**src/rtl/dot_acc.sv**
```systemverilog
// dot_acc: sequential dot-product accumulator built around array_mul.
//
// Ports:
//   clk, rst_n          clock and asynchronous active-low reset
//   start, len          start a job of len terms (sampled in IDLE only)
//   in_valid, in_ready  operand-pair handshake
//   a, b                8-bit unsigned operands
//   out_valid,out_ready result handshake
//   acc_out             accumulator register
//   overflow            sticky carry-out of the accumulator for this job
//
// array_mul: combinational 8x8 unsigned array multiplier (a*b -> p).

module array_mul (
  input  logic [7:0]  a,
  input  logic [7:0]  b,
  output logic [15:0] p
);
  // One shifted partial-product row per multiplier bit, summed in order.
  always_comb begin
    p = '0;
    for (int unsigned i = 0; i < 8; i++) begin
      if (b[i]) p = p + (16'(a) << i);
    end
  end
endmodule

module dot_acc #(
  parameter int ACC_W = 24,
  parameter int LEN_W = 8
) (
  input  logic             clk,
  input  logic             rst_n,
  input  logic             start,
  input  logic [LEN_W-1:0] len,
  input  logic             in_valid,
  output logic             in_ready,
  input  logic [7:0]       a,
  input  logic [7:0]       b,
  output logic             out_valid,
  input  logic             out_ready,
  output logic [ACC_W-1:0] acc_out,
  output logic             overflow
);

  typedef enum logic [1:0] {S_IDLE, S_RUN, S_DRAIN, S_DONE} state_t;

  localparam logic [LEN_W-1:0] ONE = LEN_W'(1);

  state_t             r_state;
  state_t             w_next;
  logic [LEN_W-1:0]   r_cnt;
  logic [LEN_W-1:0]   r_len_q;
  logic [7:0]         r_a_q;
  logic [7:0]         r_b_q;
  logic               r_v1;
  logic [ACC_W-1:0]   r_acc;
  logic               r_ovf;
  logic [15:0]        w_prod;
  logic [ACC_W:0]     w_sum;
  logic               w_hs;
  logic               w_last;

  array_mul u_mul (
    .a (r_a_q),
    .b (r_b_q),
    .p (w_prod)
  );

  assign w_hs   = in_valid && (r_state == S_RUN);
  assign w_last = (r_cnt == (r_len_q - ONE));
  // Extra top bit captures the carry out of the accumulator.
  assign w_sum  = (ACC_W+1)'(r_acc) + (ACC_W+1)'(w_prod);

  // State register
  always_ff @(posedge clk or negedge rst_n) begin
    if (!rst_n) r_state <= S_IDLE;
    else        r_state <= w_next;
  end

  // Next-state logic
  always_comb begin
    w_next = r_state;
    case (r_state)
      S_IDLE:  if (start) w_next = (len == '0) ? S_DONE : S_RUN;
      S_RUN:   if (w_hs && w_last) w_next = S_DRAIN;
      S_DRAIN: w_next = S_DONE;
      S_DONE:  if (out_ready) w_next = S_IDLE;
      default: w_next = S_IDLE;
    endcase
  end

  // Output decode
  always_comb begin
    in_ready  = (r_state == S_RUN);
    out_valid = (r_state == S_DONE);
    acc_out   = r_acc;
    overflow  = r_ovf;
  end

  // Datapath
  always_ff @(posedge clk or negedge rst_n) begin
    if (!rst_n) begin
      r_cnt   <= '0;
      r_len_q <= '0;
      r_a_q   <= '0;
      r_b_q   <= '0;
      r_v1    <= 1'b0;
      r_acc   <= '0;
      r_ovf   <= 1'b0;
    end else begin
      // The pending product is folded in whatever the state; v1 is always
      // clear in IDLE, so the start-clear below never competes with it.
      if (r_v1) begin
        r_acc <= w_sum[ACC_W-1:0];
        r_ovf <= r_ovf | w_sum[ACC_W];
      end
      case (r_state)
        S_IDLE: begin
          if (start) begin
            r_len_q <= len;
            r_acc   <= '0;
            r_ovf   <= 1'b0;
            r_cnt   <= '0;
            r_v1    <= 1'b0;
          end
        end
        S_RUN: begin
          if (w_hs) begin
            r_a_q <= a;
            r_b_q <= b;
            r_v1  <= 1'b1;
            r_cnt <= r_cnt + ONE;
          end else begin
            r_v1  <= 1'b0;
          end
        end
        S_DRAIN: r_v1 <= 1'b0;
        default: ;
      endcase
    end
  end

endmodule

```
**config.mk**
```make
export PLATFORM = sky130hd
export DESIGN_NAME = dot_acc
export DESIGN_NICKNAME = d
export VERILOG_FILES = /design/src/rtl/dot_acc.sv
export SDC_FILE = /design/constraint.sdc
export NUM_CORES = 1
export LEC_CHECK = 0
export CORE_ASPECT_RATIO = 2
export CORE_UTILIZATION = 49
export DETAILED_ROUTE_END_ITERATION = 7
export DONT_BUFFER_PORTS = 1
export PLACE_DENSITY = 0.76
export SLEW_MARGIN = 20
export SYNTH_ARGS = -nofsm -noshare
export SYNTH_HDL_FRONTEND = slang
export SYNTH_SLANG_ARGS = --single-unit
```
**constraint.sdc**
```tcl
create_clock -name clk -period 11.2 [get_ports clk]
set_input_delay 1.12 -clock clk [delete_from_list [all_inputs] [get_ports clk]]
set_output_delay 1.12 -clock clk [all_outputs]
set_load 0.1 [all_outputs]
```
==> results.txt <==
----------------------------------------------------
[Global routing]
  Global-route wire length before repair ... 27.8 mm
  Overall track demand over capacity in global routing ... 24.5%
  Grt total ovfl ... 0
  Largest net degree at the start of global routing ... 61
  Initial antenna violation count ... 1
  Number of global-route vias before repair ... 5,998

[STA]
  Worst Clk Skew ... 0.0102 ns
  Max Slew Vio Count ... 0
  Transition time at the pin with the least slew margin ... 1.00 ns
  Slew margin rel. ... 33.3%
  Peak Freq ... 0.0948 GHz
  Ratio of final minimum period to clock period ... 94.2%
  Number of endpoints with negative hold slack in the final report ... 0
  Setup Viol. Count Final ... 0
  Final critical delay including setup and external delays ... 10.55 ns

[Worst hold path]
  Min-Delay Path Class ... primary input to async pin

[Yosys]
  Average footprint of a synthesized cell ... 8.42 um^2
  Warnings, synthesis ... 0
  Post-Syn Nets ... 925
  Asr flop ratio synth ... 100%
  Synth Flop Type ... sky130_fd_sc_hd__dfrtp_1
  Number of instances in the synthesized netlist ... 806
  Flops & latches, synth ... 60
  Post-Synthesis Cell Area ... 0.00679 mm^2
  Number of enable flip-flop cells after synthesis ... 0
  Library cells used by synthesis ... 78
  Sequential share of the synthesized area ... 22.1%

[Cells and area]
  Sequential cell area ... 0.00150 mm^2
  Final core utilization ... 53.4%
  Fill cell count ... 1,247
  Share of post-route cells with drive strength above 1 ... 10.1%
  Post-Layout Cell Count ... 956
  Layout Nets ... 914
  Multi-input gate area ... 0.00501 mm^2
  Post-route cell area ... 0.00722 mm^2
  Layout area overhead ... 6.34%

[Placed design]
  Final estimated routing congestion in global placement ... 0.914
  Total placed instance area ... 0.00687 mm^2
  DPL Wire Length ... 13.3 mm
  Placed insts ... 936
  Port-buffer cells ... 0

[Clock network]
  Clock-pin transition on the worst setup and hold timing paths ... 0.06 ns
  Library cell used as clock root buffer ... sky130_fd_sc_hd__clkbuf_16
  Post-CTS Hold Buffers ... 0
  TritonCTS clock tree ... built
  Clock sinks ... 60
  Longest Clk Path Bufs ... 2
  Total clock buffers created by CTS ... 9
  Maximum level of the CTS H-tree ... 3
  Clock insertion delay at the later pin of the skew report ... 0.33 ns

[Drt]
  Count of TritonRoute iterations in the first routing pass ... 4
  Initial DRC count ... 204
  Post-DR wirelength/cell ... 17.7 um
  Count of nets left with antenna violations after detail routing ... 0
  Ratio of routed vias to standard cells ... 6.23
  Final wirelength ... 16.9 mm
  DR DRC count ... 0
  Via total after detailed routing ... 5,956

[Outcome]
  Status ... finished, final reports clean

[Die]
  Core region area ... 0.0135 mm^2
  Number of placed I/O pins ... 56
  Initial standard-cell utilization of the core ... 50.2%
  Chip Width ... 85.2 um
  # rows ... 60
  Area of the die ... 0.0144 mm^2
  Overall die height ... 168 um

[Setup path]
  Largest stage delay, worst path ... 0.52 ns
  Data required time at the worst endpoint ... 11.42 ns
  Critical Path Sink Type ... register
  Worst setup SP type ... register
  Cell with the most instances on the worst path ... sky130_fd_sc_hd__ha_1
  Worst path slowest cell ... sky130_fd_sc_hd__dfrtp_2
  Arr. time, crit path ... 10.77 ns
  Class of the most critical setup path ... register to register
  Biggest fanout along the worst timing path ... 12

[Job]
  Max-cap violations ... 0

----------------------------------------------------
flip-flops by register name (all words and copies together), names as in the netlist:
register / cells
r_cnt: 8
acc_out: 24
r_state: 2
r_b_q: 8
r_a_q: 8
r_v1: 1
r_len_q: 8
overflow: 1
through the flow:
stage	setup WS (ns)	hold slack (ns)	setup TNS, ns
3_5_place_dp	0.169	0.485	0
3_3_place_gp	0.327	0.481	0
2_1_floorplan	1.45	0.465	0
4_1_cts	0.116	0.468	0
6_report	0.655	0.478	0
5_1_grt	-0.0551	0.462	-0.221
repair_timing:
item                       in CTS  in global routing
setup endpoints to repair       0                 11
resized for setup               0                  9
buffers inserted                0                  3
layer usage:
| layer | GRT usage [%] | vias up | share of wire, % |
|---|---|---|---|
| met4 | 13.3 | 0 | 4.8 |
| met5 | 0 | - | 0 |
| met2 | 48.5 | 130 | 56 |
| met3 | 4.95 | 55 | 3.9 |
| li1 | - | 2891 | - |
| met1 | 22.5 | 2880 | 35 |
cells by family (layout without fill, tap and decap cells):
kind of cell / Yosys count / in the layout / share of synthesized area (%)
buf+inv: 71 / 65 / 4.37
fa+ha+maj: 90 / 90 / 17.5
mux: 48 / 48 / 7.54
simple gates: 254 / 254 / 18.2
flops: 60 / 60 / 22.1
other cells: 0 / 1 / 0
compound gates: 225 / 225 / 22.8
xor+xnor: 58 / 58 / 7.49
placed cells by master (no fill, tap or decap), drive strengths merged, types with 4 or more instances in the layout:
master  netlist  final
nor3         16     16
nor2b        13     13
nand3        13     13
nand3b        7      7
fa            8      8
xnor2        35     35
a211oi       11     11
or2           4      4
dfrtp        60     60
and3          7      7
a221oi        4      4
a31oi        12     12
nor3b         4      4
ha           82     82
o211ai        8      8
o21bai        6      6
or3           6      6
nand2b       12     12
clkbuf       16     10
a21oi        52     52
nand2        77     77
and2          9      9
mux2i        23     23
nor2         69     69
o21a         14     14
o21ai        57     57
o31ai         4      4
mux2         25     25
a22oi         4      4
o221ai        5      5
and3b         4      4
inv          42     43
buf          13      7
xor2         23     23
a21o         18     18
nand4         6      6
critical path, delay by kind of cell, from the launching register on:
kind            cells  cell delay (ns)
mux                 1             0.16
flops               1             0.52
fa+ha+maj           9             2.93
xor+xnor            2             0.26
buf+inv             4             0.54
compound gates     26             4.94
simple gates        6             1.06
layout make-up:
type / instances / area share (%)
Tap cell: 155 / 2.69
Timing Repair Buffer: 7 / 0.728
Multi-Input combinational cell: 675 / 69.5
Clock inverter: 6 / 0.884
Inverter: 42 / 2.18
Antenna cell: 1 / 0.0347
Clock buffer: 10 / 3.17
Sequential cell: 60 / 20.8
Yosys cell counts (6+ instances only):
cell type,n,area [um^2]
sky130_fd_sc_hd__or3_1,6,37.5
sky130_fd_sc_hd__a211oi_1,10,75.1
sky130_fd_sc_hd__o211ai_1,8,60.1
sky130_fd_sc_hd__and2_1,9,56.3
sky130_fd_sc_hd__nor2b_1,13,81.3
sky130_fd_sc_hd__clkbuf_1,14,52.6
sky130_fd_sc_hd__o21bai_1,6,45.0
sky130_fd_sc_hd__nand2_1,76,285
sky130_fd_sc_hd__a21o_1,18,135
sky130_fd_sc_hd__buf_2,7,35.0
sky130_fd_sc_hd__a21oi_1,52,260
sky130_fd_sc_hd__inv_1,42,158
sky130_fd_sc_hd__fa_1,8,160
sky130_fd_sc_hd__nand3b_1,7,52.6
sky130_fd_sc_hd__ha_1,82,1030
sky130_fd_sc_hd__xnor2_1,35,307
sky130_fd_sc_hd__nand2b_1,12,75.1
sky130_fd_sc_hd__xor2_1,23,201
sky130_fd_sc_hd__mux2i_1,23,230
sky130_fd_sc_hd__mux2_2,25,282
sky130_fd_sc_hd__dfrtp_1,60,1500
sky130_fd_sc_hd__nor2_1,69,259
sky130_fd_sc_hd__nand3_1,12,60.1
sky130_fd_sc_hd__nor3_1,15,75.1
sky130_fd_sc_hd__and3_1,7,43.8
sky130_fd_sc_hd__nand4_1,6,37.5
sky130_fd_sc_hd__o21a_1,14,105
sky130_fd_sc_hd__o21ai_0,47,235
sky130_fd_sc_hd__a31oi_1,11,68.8
sky130_fd_sc_hd__o21ai_1,8,40.0
path summary, 6_finish.rpt:
path	from	endpoint	slack (ns)	cells after the start
min	rst_n	r_cnt[7]	0.48	0
max reg2reg	r_a_q[1]	acc_out[20]	0.65	48
min reg2reg	r_len_q[7]	r_len_q[7]	0.49	2
max in group asynchronous	rst_n	r_a_q[1]	10.60	0
max	r_a_q[1]	acc_out[20]	0.65	48
min in group clk	r_len_q[7]	r_len_q[7]	0.49	2
Power is left out: the tool's default activity adds up to more than one toggle a clock period on the data nets, which glitch-free logic cannot reach.
